### config.mk
export PLATFORM = sky130hd
export DESIGN_NAME = pipe_sched
export DESIGN_NICKNAME = d
export VERILOG_FILES = /design/src/rtl/pipe_sched.sv
export SDC_FILE = /design/constraint.sdc
export NUM_CORES = 1
export LEC_CHECK = 0
export BUFFER_PORTS_ARGS = -buffer_cell sky130_fd_sc_hd__clkbuf_2
export CAP_MARGIN = 10
export CELL_PAD_IN_SITES_DETAIL_PLACEMENT = 1
export CELL_PAD_IN_SITES_GLOBAL_PLACEMENT = 2
export CORE_UTILIZATION = 21
export CTS_CLUSTER_SIZE = 28
export DETAILED_ROUTE_END_ITERATION = 8
export GPL_TIMING_DRIVEN = 0
export HOLD_SLACK_MARGIN = 0.12
export PLACE_DENSITY = 0.86
export SLEW_MARGIN = 20
export SYNTH_ARGS = -nofsm -noshare
export SYNTH_HDL_FRONTEND = slang
export SYNTH_SLANG_ARGS = --single-unit
### constraint.sdc
create_clock -name clk -period 2.76 [get_ports clk]
set_input_delay 0.276 -clock clk [delete_from_list [all_inputs] [get_ports clk]]
set_output_delay 0.276 -clock clk [all_outputs]
set_load 0.005 [all_outputs]
### src/rtl/pipe_sched.sv
// pipe_sched: round-robin issue of operand sets into a shared fixed-latency datapath.
// A tag shift register follows each issued op so its result returns with the requester ID.
module pipe_sched #(
    parameter int N    = 10,
    parameter int NREQ = 4,
    parameter int IDW  = 2,
    parameter int LAT  = 3
) (
    input  logic              clk,
    input  logic              rst,
    input  logic              en,
    input  logic [NREQ-1:0]   req_valid,
    output logic [NREQ-1:0]   req_ready,
    input  logic [NREQ*N-1:0] req_a,
    input  logic [NREQ*N-1:0] req_b,
    input  logic [NREQ*N-1:0] req_c,
    input  logic [NREQ*N-1:0] req_d,
    output logic [N-1:0]      pipe_a,
    output logic [N-1:0]      pipe_b,
    output logic [N-1:0]      pipe_c,
    output logic [N-1:0]      pipe_d,
    input  logic [N-1:0]      pipe_f,
    output logic              res_valid,
    output logic [IDW-1:0]    res_id,
    output logic [N-1:0]      res_data,
    output logic              busy,
    output logic [15:0]       issue_cnt
);
    logic [IDW-1:0] ptr_q, ptr_d, gnt_id;
    logic gnt_any, xfer;
    int idx;
    logic [N-1:0] pipe_a_q, pipe_a_d, pipe_b_q, pipe_b_d, pipe_c_q, pipe_c_d, pipe_d_q, pipe_d_d;
    logic [LAT:0] tag_v_q, tag_v_d;
    logic [LAT:0][IDW-1:0] tag_id_q, tag_id_d;
    logic res_valid_q, res_valid_d;
    logic [IDW-1:0] res_id_q, res_id_d;
    logic [N-1:0] res_data_q, res_data_d;
    logic [15:0] issue_cnt_q, issue_cnt_d;

    // First valid requester at or after ptr, wrapping modulo NREQ
    always_comb begin
        gnt_id = '0;
        gnt_any = 1'b0;
        idx = 0;
        for (int k = 0; k < NREQ; k++) begin
            idx = int'(ptr_q) + k;
            if (idx >= NREQ) idx = idx - NREQ;
            if (!gnt_any && req_valid[idx]) begin
                gnt_any = 1'b1;
                gnt_id = IDW'(idx);
            end
        end
    end

    assign req_ready = (en && gnt_any) ? (NREQ'(1) << gnt_id) : '0;
    assign xfer = |(req_valid & req_ready);

    always_comb begin
        ptr_d = xfer ? ((int'(gnt_id) == NREQ - 1) ? '0 : gnt_id + 1'b1) : ptr_q;
        pipe_a_d = xfer ? req_a[int'(gnt_id)*N +: N] : pipe_a_q;
        pipe_b_d = xfer ? req_b[int'(gnt_id)*N +: N] : pipe_b_q;
        pipe_c_d = xfer ? req_c[int'(gnt_id)*N +: N] : pipe_c_q;
        pipe_d_d = xfer ? req_d[int'(gnt_id)*N +: N] : pipe_d_q;
        issue_cnt_d = issue_cnt_q + {15'd0, xfer};
        tag_v_d = {tag_v_q[LAT-1:0], xfer};
        tag_id_d = {tag_id_q[LAT-1:0], gnt_id};
        res_valid_d = tag_v_q[LAT];
        res_id_d = tag_v_q[LAT] ? tag_id_q[LAT] : res_id_q;
        res_data_d = tag_v_q[LAT] ? pipe_f : res_data_q;
    end

    always_ff @(posedge clk or posedge rst) begin
        if (rst) begin
            ptr_q <= '0;
            pipe_a_q <= '0;
            pipe_b_q <= '0;
            pipe_c_q <= '0;
            pipe_d_q <= '0;
            issue_cnt_q <= '0;
            tag_v_q <= '0;
            tag_id_q <= '0;
            res_valid_q <= 1'b0;
            res_id_q <= '0;
            res_data_q <= '0;
        end else begin
            ptr_q <= ptr_d;
            pipe_a_q <= pipe_a_d;
            pipe_b_q <= pipe_b_d;
            pipe_c_q <= pipe_c_d;
            pipe_d_q <= pipe_d_d;
            issue_cnt_q <= issue_cnt_d;
            tag_v_q <= tag_v_d;
            tag_id_q <= tag_id_d;
            res_valid_q <= res_valid_d;
            res_id_q <= res_id_d;
            res_data_q <= res_data_d;
        end
    end

    assign pipe_a = pipe_a_q;
    assign pipe_b = pipe_b_q;
    assign pipe_c = pipe_c_q;
    assign pipe_d = pipe_d_q;
    assign res_valid = res_valid_q;
    assign res_id = res_id_q;
    assign res_data = res_data_q;
    assign issue_cnt = issue_cnt_q;
    assign busy = (|tag_v_q) || res_valid_q;
endmodule
==> impl_metrics.py, run 1 <==
metrics = {
    "critical_path": {
        "r2r_cells": 15,
        "arrival_ns": 2.85,
        "cp_max_fo": 6,
        "worst-setup-path-type": "reg2reg",
        "endpoint": "issue_cnt[10]",
        "endpoint_kind": "register",
        "required_ns": 2.99,
        "timing.rr.end": "issue_cnt[10]",
        "critPathLaunch": "ptr_q[1]",
        "rr_startpoint": "ptr_q[1]",
        "r2r_setup_slack_ns": 0.14,
        "cp-start-kind": "register",
        "crit_chain": "or3b_4 > o221ai_4 > buf_6 > inv_1 > ha_1 > nand2_1 > nand2_2 > o21ai_4 > inv_2 > ha_4 > ha_4 > nand2_2 > nor3_4 > buf_4 > xor2_1",
        "slowest_delay_ns": 0.45,
        "slowest_stage": "dfrtp_2",
    },
    "synth": {
        "synth_fp_nets": 657,
        "ys_seq_area_share_pct": 49.7,
        "syn_area_um2": 4180,
        "syn_inst": 477,
        "synth_warnings": 0,
        "synth-seq-cells": 83,
        "ys_types": 32,
        "syn_area_per_cell_um2": 8.77,
        "synth_top_cell_area_share_pct": 49.7,
        "ys_top_cells_by_area": "dfrtp_1 (50%), nand2_1 (19%), a221o_1 (9.6%)",
        "synth_top_area_cell": "dfrtp_1",
    },
    "timing": {
        "slew_violations": 0,
        "fmax_mhz": 382,
        "clock_skew_ns": 0.00831,
        "hold_slack_ns": 0.164,
        "setup_violations": 0,
        "max_slew_margin_pct": 51.4,
        "fin_crit_sh_pct": 94.9,
        "rsz0062_at_grt": "false",
        "worstMarginPinSlew_ns": 0.724,
        "fin_crit_ns": 2.62,
        "final-hold-violation-count": 0,
        "fin_setup_tns_ns": 0,
    },
    "routing": {
        "ant_nets": 0,
        "top_layer": "met4",
        "drt-total-wl_um": 16500,
        "drc": 0,
        "drt_first_pass_iters": 5,
        "wl_per_cell_um": 16.3,
        "met2_length_um": 8310,
        "vias_per_cell": 4.36,
        "wl_met1_um": 7170,
        "wl_met3_um": 835,
        "num_vias": 4415,
        "drtIter0Drc": 119,
    },
    "finish": {
        "fill_cells": 2394,
        "finalCoreUtilization_pct": 32.0,
        "synthToLayoutAreaGrowth_pct": 49.1,
        "seqCellArea_um2": 2080,
        "nets": 923,
        "multi_input_area_um2": 2000,
        "antenna_cells": 0,
        "layout-drive-gt1-share_pct": 42.5,
    },
    "grt": {
        "grt_pass1_vias": 4634,
        "antenna_found_initial": 0,
        "grt.overflow.total": 0,
        "grt_max_degree": 46,
        "track_usage_pct": 16.2,
        "grt_pass1_wl_um": 25000,
    },
    "floorplan": {
        "coreArea_um2": 19500,
        "ios": 251,
        "fp.dieW_um": 143,
        "dieArea_um2": 20500,
        "start_util_pct": 21.5,
        "fp.dieH_um": 143,
        "fp-row-count": 51,
    },
    "min_path": {
        "hold_class": "in2reg",
    },
    "cts": {
        "cts_buffer_depth": 2,
        "cts_sinks": 83,
        "tritoncts": "yes",
        "clock_insertion_delay_worst_skew_ns": 0.34,
        "cts_made_buffers": 9,
        "clock-root-buffer": "clkbuf_16",
        "clk_pin_slew_ns": 0.07,
        "htreeDepth": 3,
    },
    "flow_run": {
        "cap_viol_max_count": 0,
    },
    "pwr": {
        "power.total_mw": 5.49,
        "p_leak_nw": 3.33,
        "vdd_drop_max_mv": 0.256,
        "power_density_nw_per_um2": 881,
    },
    "placed_design": {
        "hpwl_um": 12500,
        "place.port_buffers": 250,
        "place.gp.congestion": 0.728,
    },
    "run_status": {
        "status": "completed",
    },
}
-- critical path, delay by kind of cell, from the launching register on --
family                   cells  cell delay, ns
AO/OA/AOI/OAI                2            0.24
flip-flops                   1            0.45
XOR/XNOR                     1            0.13
adder cells (fa/ha/maj)      3            0.55
buffers and inverters        4            0.41
AND/OR/NAND/NOR              5            0.74
-- per-stage QoR --
stage	std cells	setup WS [ns]	instance area (um^2)
after CTS	1011	0.00184	6160
after global routing	1013	0.00188	6240
after detailed placement	993	-0.825	5800
final	1013	0.140	6240
after floorplan	477	0.00677	4190
after global placement	992	-0.952	5770
-- where the power goes --
group	total (mW)	switching (mW)	internal [mW]
clock network	1.26	0.547	0.714
registers	1.97	0.308	1.67
logic	2.26	1.23	1.03
-- per-layer routing --
metal | up-vias | global-route usage (%)
li1 | 2154 | -
met1 | 2116 | 19.7
met2 | 136 | 28.7
met3 | 9 | 3.35
met4 | 0 | 4.53
met5 | - | 0
-- registers in the layout, indices dropped and copies added, names as in the netlist --
register,cells
issue_cnt,16
tag_id_q,2
res_data,10
pipe_d,10
tag_v_q,4
tag_id_d,6
ptr_q,2
pipe_c,10
res_id,2
res_valid,1
pipe_b,10
pipe_a,10
-- cell usage in the layout, fill, tap and decap left out, drive strengths merged --
master	count
o221ai	1
a221oi	1
a21oi	41
nor3	3
o21ai	3
nor2	7
or2	1
clkinv	1
o41a	1
nor2b	1
bufinv	1
a21boi	1
nand4	2
xnor2	9
or3b	1
buf	22
clkinvlp	2
mux2i	1
dlygate4sd3	1
clkbuf	273
ha	3
dfrtp	83
and2	1
nand2	209
nand2b	1
inv	10
nand3	8
and3	2
mux2	13
a221o	40
xor2	5
-- cells in the mapped netlist, drive strengths merged --
library cell  count
nor3              3
mux2i             1
and3              2
o221ai            1
inv               8
ha                3
nand3             8
clkbuf           14
a221oi            1
a21oi            41
o21ai             3
nand2           209
and2              1
buf              17
mux2             13
or3b              1
xor2              5
nand2b            1
nor2b             1
a221o            40
o41a              1
nand4             2
xnor2             9
dfrtp            83
a21boi            1
nor2              7
or2               1
-- logic make-up after synthesis --
logic type                 Yosys count  synth area share [%]
AOI/OAI and AO/OA                   88                  15.9
DFF                                 83                  49.7
adders and majority gates            3                 0.897
and+or+nand+nor                    236                  22.2
xor gates and xnor gates            14                  2.93
muxes                               14                  3.74
buffers and inverters               39                  4.70
-- worst min-delay path by stage --
stage,from,to,slack (ns),cells after the start
detailed placement,rst,res_data[3],0.30,2
CTS,pipe_f[8],res_data[8],0.15,2
global placement,tag_id_d[3],tag_id_d[5],0.33,0
global route,pipe_f[9],res_data[9],0.16,2
floorplan,tag_id_d[2],tag_id_d[4],0.33,0
finish,pipe_f[8],res_data[8],0.16,2
-- final cells by class --
cell class	count	share of cell area, %
Buffer	30	2.71
Clock buffer	10	3.67
Clock inverter	6	1.18
Inverter	8	0.562
Multi-Input combinational cell	355	32.1
Sequential cell	83	33.3
Tap cell	265	5.32
Timing Repair Buffer	256	21.1
-- what timing repair did --
action,in CTS,in global routing
buffers inserted,2,2
resized for setup,8,14
hold endpoints to repair,38,0
pin swaps,1,3
hold buffers,1,0
endpoints found under the setup margin,59,11
No activity file was read; power rests on OpenSTA's default activity.
==> run 2: changes to the inputs <==
--- a/config.mk
+++ b/config.mk
@@ -7,14 +7,12 @@
 export LEC_CHECK = 0
 export BUFFER_PORTS_ARGS = -buffer_cell sky130_fd_sc_hd__clkbuf_2
 export CAP_MARGIN = 10
-export CELL_PAD_IN_SITES_DETAIL_PLACEMENT = 1
-export CELL_PAD_IN_SITES_GLOBAL_PLACEMENT = 2
-export CORE_UTILIZATION = 21
+export CORE_UTILIZATION = 40
 export CTS_CLUSTER_SIZE = 28
 export DETAILED_ROUTE_END_ITERATION = 8
 export GPL_TIMING_DRIVEN = 0
 export HOLD_SLACK_MARGIN = 0.12
-export PLACE_DENSITY = 0.86
+export PLACE_DENSITY = 0.87
 export SLEW_MARGIN = 20
 export SYNTH_ARGS = -nofsm -noshare
 export SYNTH_HDL_FRONTEND = slang
==> impl_metrics.py, run 2 (synthesis results as in run 1) <==
metrics = {
    "run_status": {
        "status": "completed",
    },
    "timing": {
        "worstMarginPinSlew_ns": 0.582,
        "fin_setup_tns_ns": 0,
        "fmax_mhz": 381,
        "final-hold-violation-count": 0,
        "slew_violations": 0,
        "clock_skew_ns": 0.0110,
        "fin_crit_sh_pct": 95.1,
        "max_slew_margin_pct": 61.0,
        "setup_violations": 0,
        "fin_crit_ns": 2.63,
    },
    "placed_design": {
        "place.gp.congestion": 0.838,
        "dp.cells": 861,
        "hpwl_um": 10100,
        "place.port_buffers": 250,
    },
    "pwr": {
        "power_density_nw_per_um2": 837,
        "power.total_mw": 5.00,
        "vdd_drop_max_mv": 0.347,
        "p_leak_nw": 3.31,
    },
    "grt": {
        "antenna_found_initial": 0,
        "grt_max_degree": 44,
        "grt_pass1_vias": 4360,
        "grt.overflow.total": 0,
        "grt_pass1_wl_um": 21300,
        "track_usage_pct": 24.8,
    },
    "cts": {
        "cts_sinks": 83,
        "clk_pin_slew_ns": 0.09,
        "tritoncts": "yes",
        "clock-root-buffer": "clkbuf_8",
        "clock_insertion_delay_worst_skew_ns": 0.34,
        "cts_buffer_depth": 2,
        "htreeDepth": 3,
        "cts_made_buffers": 9,
    },
    "routing": {
        "ant_nets": 0,
        "drt_first_pass_iters": 4,
        "drt-total-wl_um": 13200,
        "num_vias": 4427,
        "wl_per_cell_um": 15.0,
        "drc": 0,
        "vias_per_cell": 5.01,
        "drtIter0Drc": 272,
    },
    "floorplan": {
        "fp.dieH_um": 104,
        "ios": 251,
        "fp-row-count": 36,
        "dieArea_um2": 10900,
        "start_util_pct": 42.0,
        "coreArea_um2": 9950,
        "fp.dieW_um": 104,
    },
    "critical_path": {
        "worst-setup-path-type": "reg2reg",
        "required_ns": 2.99,
        "critPathLaunch": "ptr_q[1]",
        "endpoint_kind": "register",
        "cp-start-kind": "register",
        "cp_max_fo": 6,
        "arrival_ns": 2.86,
        "rr_startpoint": "ptr_q[1]",
    },
    "finish": {
        "layout_commonest_cell": "clkbuf_2",
        "antenna_cells": 0,
        "synthToLayoutAreaGrowth_pct": 42.9,
        "nets": 926,
        "final_cell_mix": "clkbuf_2 (250), nand2_1 (207), dfrtp_1 (82)",
        "layout-drive-gt1-share_pct": 42.9,
        "finalCoreUtilization_pct": 60.1,
        "final_cells": 884,
        "largest_reg_flops": 16,
    },
    "min_path": {
        "min-delay-start": "pipe_f[7]",
        "hold_class": "in2reg",
    },
    "flow_run": {
        "cap_viol_max_count": 0,
    },
}
-- run 2: layout make-up --
cell class,instances,area [um^2]
Clock buffer,9,124
Fill cell,901,3980
Sequential cell,83,2080
Timing Repair Buffer,259,1330
Multi-Input combinational cell,355,2020
Clock inverter,7,57.6
Buffer,30,169
Tap cell,133,166
Inverter,8,32.5
-- run 2: metrics by stage --
stage	cell area [um^2]	hold slack, ns	worst slack, ns
floorplan	4190	0.331	0.00677
CTS	5850	0.141	0.0204
global placement	5610	0.333	-0.603
detailed placement	5630	0.343	-0.647
finish	5980	0.159	0.134
global route	5980	0.123	-0.0199
-- run 2: what timing repair did --
action,4_1_cts,5_1_grt
hold buffers,1,0
pin swaps,1,4
endpoints found under the setup margin,57,10
buffers inserted,2,5
resized for setup,6,18
endpoints found under the hold margin,42,0
-- run 2: path summary, 6_finish.rpt --
check	slack (ns)	cells past startpoint	to
max in group asynchronous	1.63	4	ptr_q[1]
setup reg to reg	0.13	15	issue_cnt[10]
hold / removal	0.16	2	res_data[7]
setup / recovery	0.13	15	issue_cnt[10]
hold reg to reg	0.35	0	tag_id_d[5]
min in group asynchronous	0.52	3	issue_cnt[15]
-- run 2: worst max-delay path, stage by stage (launching register included) --
cell	delay (ns)
dfrtp_2	0.48
or3b_4	0.41
o221ai_4	0.09
buf_6	0.14
inv_1	0.04
ha_1	0.19
nand2_1	0.08
nand2_2	0.07
o21ai_4	0.17
inv_2	0.08
ha_4	0.18
ha_4	0.17
nand2_2	0.09
nor3_4	0.05
buf_4	0.14
xor2_1	0.13
-- run 2: layer usage --
layer / up-vias / share of wire (%) / track usage [%]
li1: 2158 / - / -
met1: 2054 / 40 / 29.3
met3: 14 / 6.6 / 6.08
met4: 0 / 1.5 / 5.82
met2: 201 / 52 / 44.8
met5: - / 0 / 0
-- run 2: where the power goes --
part / internal, mW / switching [mW]
registers: 1.66 / 0.310
logic: 1.05 / 1.16
clock network: 0.340 / 0.481
total: 3.05 / 1.95
